==> src/rtl/accumulator4_sequencer.sv <==
// Instruction sequencer for the accumulator4 block. It fetches 16-bit words from
// program memory, issues ALU ops as one-cycle enable pulses, and resolves branches on acc flags.
module accumulator4_sequencer #(
  parameter int PC_W       = 8,
  parameter int START_ADDR = 0
) (
  input  logic            aclk,
  input  logic            aresetn,
  input  logic            start,
  output logic            imem_req,
  output logic [PC_W-1:0] imem_addr,
  input  logic            imem_ack,
  input  logic [15:0]     imem_data,
  input  logic [7:0]      acc_value,
  input  logic            acc_carry,
  output logic            alu_enable,
  output logic [4:0]      alu_opcode,
  output logic [3:0]      alu_operand_hi,
  output logic [3:0]      alu_operand_lo,
  output logic            alu_carry,
  output logic            busy,
  output logic            halted,
  output logic            fault,
  output logic [PC_W-1:0] pc,
  output logic [2:0]      dbg_state
);

  // Handshakes: imem_req is held with a stable imem_addr for every FETCH cycle and the
  // word is taken in the cycle imem_ack is high; alu_enable is a single-cycle pulse
  // with no back-pressure, and operands are zero whenever it is low.

  typedef enum logic [2:0] {
    S_IDLE    = 3'd0,
    S_FETCH   = 3'd1,
    S_DECODE  = 3'd2,
    S_ISSUE   = 3'd3,
    S_SETTLE  = 3'd4,
    S_HALTED  = 3'd5,
    S_FAULT   = 3'd6
  } state_t;

  localparam logic [PC_W-1:0] START_PC = PC_W'(START_ADDR);
  localparam logic [PC_W-1:0] PC_ONE   = PC_W'(1);

  state_t          state_q, state_d;
  logic [PC_W-1:0] pc_q, pc_d;
  logic [15:0]     ir_q, ir_d;
  logic            rst_done_q;

  logic            flag_z, flag_s, flag_c;
  logic [PC_W-1:0] pc_inc;
  logic [PC_W-1:0] target;

  function automatic logic alu_legal(input logic [4:0] op);
    case (op)
      5'h01, 5'h02, 5'h03, 5'h05, 5'h06, 5'h07, 5'h09, 5'h0A, 5'h0B,
      5'h0D, 5'h0E, 5'h0F, 5'h11, 5'h12, 5'h14, 5'h15, 5'h16, 5'h17: alu_legal = 1'b1;
      default: alu_legal = 1'b0;
    endcase
  endfunction

  assign flag_z = (acc_value == 8'h00);
  assign flag_s = acc_value[7];
  assign flag_c = acc_carry;
  assign pc_inc = pc_q + PC_ONE;
  assign target = ir_q[PC_W-1:0];

  always_ff @(posedge aclk or negedge aresetn) begin
    if (!aresetn) begin
      state_q    <= S_IDLE;
      pc_q       <= '0;
      ir_q       <= '0;
      rst_done_q <= 1'b0;
    end else begin
      state_q    <= state_d;
      pc_q       <= pc_d;
      ir_q       <= ir_d;
      rst_done_q <= 1'b1;
    end
  end

  always_comb begin
    state_d = state_q;
    pc_d    = pc_q;
    ir_d    = ir_q;
    case (state_q)
      // rst_done_q masks a start that coincides with the first edge after reset
      S_IDLE: begin
        if (start && rst_done_q) begin
          pc_d    = START_PC;
          state_d = S_FETCH;
        end
      end
      S_FETCH: begin
        if (imem_ack) begin
          ir_d    = imem_data;
          state_d = S_DECODE;
        end
      end
      S_DECODE: begin
        state_d = S_FETCH;
        case (ir_q[15:13])
          3'b000: begin
            if (alu_legal(ir_q[12:8])) begin
              pc_d    = pc_inc;
              state_d = S_ISSUE;
            end else begin
              state_d = S_FAULT;
            end
          end
          3'b001:  pc_d = target;
          3'b010:  pc_d = flag_z  ? target : pc_inc;
          3'b011:  pc_d = !flag_z ? target : pc_inc;
          3'b100:  pc_d = flag_c  ? target : pc_inc;
          3'b101:  pc_d = flag_s  ? target : pc_inc;
          3'b110:  pc_d = pc_inc;
          default: state_d = S_HALTED;
        endcase
      end
      S_ISSUE:  state_d = S_SETTLE;
      S_SETTLE: state_d = S_FETCH;
      S_HALTED, S_FAULT: begin
        if (start) begin
          pc_d    = START_PC;
          state_d = S_FETCH;
        end
      end
      default: state_d = S_IDLE;
    endcase
  end

  always_comb begin
    imem_req       = (state_q == S_FETCH);
    imem_addr      = pc_q;
    alu_enable     = (state_q == S_ISSUE);
    alu_opcode     = '0;
    alu_operand_hi = '0;
    alu_operand_lo = '0;
    if (state_q == S_ISSUE) begin
      alu_opcode     = ir_q[12:8];
      alu_operand_hi = ir_q[7:4];
      alu_operand_lo = ir_q[3:0];
    end
    alu_carry = acc_carry;
    busy      = (state_q == S_FETCH) || (state_q == S_DECODE) ||
                (state_q == S_ISSUE) || (state_q == S_SETTLE);
    halted    = (state_q == S_HALTED);
    fault     = (state_q == S_FAULT);
    pc        = pc_q;
    dbg_state = state_q;
  end

endmodule

==> config.mk <==
export PLATFORM = sky130hd
export DESIGN_NAME = accumulator4_sequencer
export DESIGN_NICKNAME = d
export VERILOG_FILES = /design/src/rtl/accumulator4_sequencer.sv
export SDC_FILE = /design/constraint.sdc
export NUM_CORES = 1
export LEC_CHECK = 0
export ABC_AREA = 0
export CORE_MARGIN = 2
export CORE_UTILIZATION = 43
export DETAILED_ROUTE_END_ITERATION = 16
export PLACE_DENSITY = 0.88
export SETUP_SLACK_MARGIN = 0.05
export SLEW_MARGIN = 20
export SYNTH_ARGS = -nofsm -noshare
export SYNTH_HDL_FRONTEND = slang
export SYNTH_SLANG_ARGS = --single-unit
==> constraint.sdc <==
create_clock -name aclk -period 2.3 [get_ports aclk]
set_input_delay 0.345 -clock aclk [delete_from_list [all_inputs] [get_ports aclk]]
set_output_delay 0.345 -clock aclk [all_outputs]
set_load 0.02 [all_outputs]
### Yosys cells after proc, flatten, opt, wreduce, memory -nomap -nowiden

Memory sizes are Yosys's and may differ from the RTL's.
Index checks and enable logic that the tools add are counted.

| operators by class | value |
|---|---|
| reductions and logical operators | 13 |
| equal/unequal tests | 17 |
| $add $sub $neg | 1 |
| mux-type cells | 20 |

Operator list:

| kind | number |
|---|---|
| $mux W8 | 7 |
| $pmux W8 S7 | 1 |
| $pmux W8 S3 | 1 |
| $eq A3 B3 Y1 const B | 6 |
| $pmux W3 S6 | 1 |
| $eq A3 B2 Y1 const B | 4 |
| $mux W3 | 4 |
| $add A8 B1 Y8 const B | 1 |
| $logic_not A8 Y1 | 1 |
| $mux W4 | 2 |
| $ne A8 B1 Y1 const B | 1 |
| $eq A3 B1 Y1 const B | 2 |
| $logic_not A3 Y1 | 2 |
| $pmux W3 S2 | 1 |
| $reduce_or A6 Y1 | 1 |
| $mux W5 | 1 |
| $reduce_and A5 Y1 | 1 |
| $ne A2 B2 Y1 const B | 2 |
| $logic_or A1 B1 Y1 | 3 |
| $ne A3 B3 Y1 const B | 1 |
| $reduce_and A3 Y1 | 1 |
| $reduce_bool A3 Y1 | 1 |
| $mux W1 | 2 |
| $ne A2 B1 Y1 const B | 1 |
| other kinds (3) | 3 |

| storage, ports and cells | value |
|---|---|
| word-level logic and storage cells | 56 |
| bits in registers | 28 |
| output and inout bits | 38 |
| ROM bits | 32 |
| input bits | 29 |
| memories kept | 1 |

Memories:

| memory | words | width | rd ports | clocked after memory_dff | write ports | line | source |
|---|---|---|---|---|---|---|---|
| (no name shown) | 32 | 1 | 1 | 0 | 0 | 55 | `case (op)` |

### Depth between registers and ports, before layout

| logic depth | value |
|---|---|
| depth after elaboration | 6 |
| mapped depth | 8 |
| mapped depth without buffers | 7 |

### Worst setup path before layout

OpenSTA, ideal clock, no wires.

| path | value |
|---|---|
| kind | input -> register |
| start point | input port acc_value[2] |
| end point | register pc_q[3], in the netlist imem_addr[3] |
| path buffers | 1 |
| arrival | 1.954 ns |
| setup slack | 0.220 ns |
| setup time | 0.126 ns |
| stages on the path | 6 |
| required time | 2.174 ns |
| path through | nor4_2 -> a2111oi_2 -> nor3b_2 -> buf_6 -> mux2_4 -> a221o_1 |

| on the way | value |
|---|---|
| cells in the longest elaborated chain, start to end | 4 |
| elaborated cells on any way between the ends | 5 |
| classes of those cells | mux (4); reduce/logical (1) |

Ends and longest elaborated chain:

| element | line | source |
|---|---|---|
| start, declared | 14 | `input logic [7:0] acc_value,` |
| $logic_not A8 Y1 (*) | 62 | `assign flag_z = (acc_value == 8'h00);` |
| $mux W8, on equally long branches | 113, 112 |  |
| $pmux W8 S7 (*) | 102 | `case (ir_q[15:13])` |
| $pmux W8 S3 (*) | 86 | `case (state_q)` |
| end signal, assigned | 76 | `pc_q <= pc_d;` |
| end, declared | 46 | `logic [PC_W-1:0] pc_q, pc_d;` |

Every way passes the cells marked *; elsewhere a longest branch is shown, timed or not.
A chain may end at the register's enable or synchronous reset.

### Final worst setup path

| path | value |
|---|---|
| start point | register state_q[1], in the netlist dbg_state[1] |
| end point | output port alu_operand_hi[3] |

| on the way | value |
|---|---|
| cells in the longest elaborated chain, start to end | 2 |

Ends and longest elaborated chain:

| element | line | source |
|---|---|---|
| start, declared | 45 | `state_t state_q, state_d;` |
| start signal, assigned | 75 | `state_q <= state_d;` |
| $eq A3 B2 Y1 | 139 | `if (state_q == S_ISSUE) begin` |
| $mux W4 | 139 |  |
| end, declared | 18 | `output logic [3:0] alu_operand_hi,` |

Every way passes these cells.

==> metrics.md <==
| Metric | Value |
|---|---|
| Net count reported at finish | 271 |
| Drt wl/cell | 14.5 um |
| GR Layer Usage met3 | 4.56% |
| Antenna-violating nets left | 0 |
| DRC | 0 |
| Clk slew on worst S/H paths | 90 ps |
| Syn Std Cell Area | 1690 um^2 |
| Clock sinks | 28 |
| Critical setup path kind | register to output pin |
| Period Utilization, post-route | 94.7% |
| Run status | finished, final reports clean |
| Gr busiest metal | met2 |
| M2 GR Usage | 34.8% |
| Root buf cell | clkbuf_8 |
| Syn-to-layout area delta | 45.0% |
| Vias | 1562 |
| Static Leak | 1.06 nW |
| YS warnings | 0 |
| Largest net degree at the start of global routing | 29 |
| Most frequent cells in the layout | clkdlybuf4s50_1, dfrtp_1, mux2_2 |
| Post-DP HPWL | 3160 um |
| Worst Skew | 6.58 ps |
| Worst reg2reg setup slack | 280 ps |
| Seq/Total Area, Yosys | 41.4% |
| CTS tree | done |
| Placed insts | 282 |
| Post-Syn Nets | 207 |
| Ant diodes | 0 |
| Max IR drop VDD | 0.553 mV |
| Slew headroom | 63.6% |
| Die height | 66.7 um |
| Startpoint types | register |
| Worst setup EP type | output pin |
| Worst hold path type | primary input to asynchronous set/reset pin |
| Fmax | 0.459 GHz |
| Vias in the first global route | 1550 |
| Largest area contributor in the netlist | dfrtp_1 |
| Row cnt | 22 |
| GRT Util Overall | 19.6% |
| First-pass GRT wire length | 6730 um |
| Pwr/cell area | 1250 nW/um^2 |
| Setup-failing EPs final | 0 |
| Final hold violations | 0 |
| Clock H-tree levels | 1 |
| CTS max path bufs | 2 |
| Met1 usage | 24.2% |
| Most common cell after layout, fill and taps aside | clkdlybuf4s50_1 |
| Worst skew pair latency | 280 ps |
| Yosys reg bits | 28 |
| WP data arrival | 1830 ps |
| Fin. max-slew vios | 0 |
| Vias per Instance | 5.46 |
| Synth cell types | 40 |
| Hold_buf cts | 0 |
| EDFF count, synth | 0 |
| Max cap viols | 0 |
| CP required | 1960 ps |
| Final Critical Period | 2180 ps |
| Ys flop type | dfrtp_1 |
| Fin cells | 286 |
| Syn Area/Cell | 9.62 um^2 |
| Routed wire length | 4140 um |
| Starting Density | 45.6% |
| Initial DRC count | 119 |
| Port Buffers | 66 |
| RSZ-0062 raised after global routing | false |
| Worst Tran Pin Value | 543 ps |
| Fin Setup TNS | 0 ps |
| Syn Inst Count | 176 |
| Reg2reg end | imem_addr[6] |
| R2r startpoint | ir_q[8] |
| CP Max Fanout | 11 |
| Number of CTS-inserted buffers | 3 |
| Die area | 4450 um^2 |
| Core Region | 3720 um^2 |
| Ys async rst share | 100% |
| R2R depth | 7 |
| Initial antenna violation count | 0 |
| Synth area leaders | dfrtp_1, mux2_2, and2_1, buf_4, a221o_1 |
| I/O pin count | 67 |
| Share of layout cells above drive strength 1 | 16.4% |
| GPL Wtd Cong | 0.843 |
| Post-synth top area share | 41.4% |
| Die W | 66.7 um |
| 1st-pass router iterations | 4 |
| Grt ovf | 0 |
-- per-layer routing --
layer	routed length, um	share of wire [%]
met2	2150	52
met3	254	6.1
met1	1690	41
met5	0	0
met4	40	0.97
-- repair_timing --
item,in CTS,in global routing
buffers inserted,0,1
pin swaps,0,1
setup endpoints to repair,2,18
gates resized for setup,2,8
-- cells by family after synthesis --
group	after synthesis	share of synthesized area [%]
muxes	19	12.9
other	1	0.222
buffers and inverters	25	8.13
xor gates and xnor gates	1	0.517
AOI/OAI and AO/OA	31	13.9
DFF	28	41.4
adders and majority gates	2	1.48
and+or+nand+nor	69	21.5
-- registers in the layout, summed over array words and instances, names as in the netlist --
signal,flops
dbg_state,3
ir_q,16
imem_addr,8
rst_done_q,1
-- worst max path at each step --
| stage | to | slack (ps) | start | depth (start not counted) |
|---|---|---|---|---|
| floorplan | imem_addr[3] | 220 | acc_value[2] | 6 |
| global placement | imem_addr[6] | -130 | acc_value[7] | 7 |
| detailed placement | imem_addr[6] | -230 | acc_value[7] | 7 |
| CTS | alu_operand_lo[2] | 60 | dbg_state[1] | 5 |
| global route | alu_operand_hi[2] | 50 | dbg_state[0] | 5 |
| finish | alu_operand_hi[3] | 120 | dbg_state[1] | 5 |
-- cell usage after synthesis, types with 3 or more instances --
| cell type | number |
|---|---|
| nand2_1 | 14 |
| nor3_1 | 6 |
| nor2b_1 | 3 |
| and2_1 | 12 |
| buf_4 | 9 |
| clkbuf_1 | 4 |
| nand3_1 | 7 |
| o21ai_0 | 8 |
| nor2_1 | 16 |
| mux2_2 | 17 |
| dfrtp_1 | 28 |
| inv_1 | 7 |
| a221o_1 | 6 |
| a21oi_1 | 3 |
| o211ai_1 | 3 |
-- power breakdown --
group | leakage [nW] | switching [W] | internal [W]
clock | 0.0216 | 0.000146 | 0.000118
sequential | 0.351 | 0.000258 | 0.000713
combinational | 0.683 | 0.000883 | 0.000940
total | 1.06 | 0.00129 | 0.00177
-- critical path, stage by stage, from the launching register on --
cell and delay [ps]:
dfrtp_2 420, nand2_1 110, nor2_1 120, buf_4 180, and2_1 130, clkdlybuf4s50_1 600
-- stage by stage --
| stage | cell area, um^2 | setup WS [ps] | hold WS [ps] | total power, W | util, % |
|---|---|---|---|---|---|
| floorplan | 1690 | 220 | 49.4 | 0.00209 | - |
| global placement | 2370 | -131 | 512 | 0.00271 | 63.9 |
| detailed placement | 2370 | -232 | 515 | 0.00276 | 63.9 |
| CTS | 2410 | 56.8 | 459 | 0.00303 | 64.9 |
| global route | 2450 | 50.5 | 471 | 0.00327 | 66.1 |
| finish | 2450 | 121 | 441 | 0.00306 | 66.1 |
-- area by class of cell --
cell class	instances	area, um^2
clock buffers	3	41.3
fillers	295	1260
inverters	8	30.0
multi-input cells	123	877
flip-flops and latches	28	702
well taps	48	60.1
repair buffers	76	744
Power figures use the tool's default switching activity.
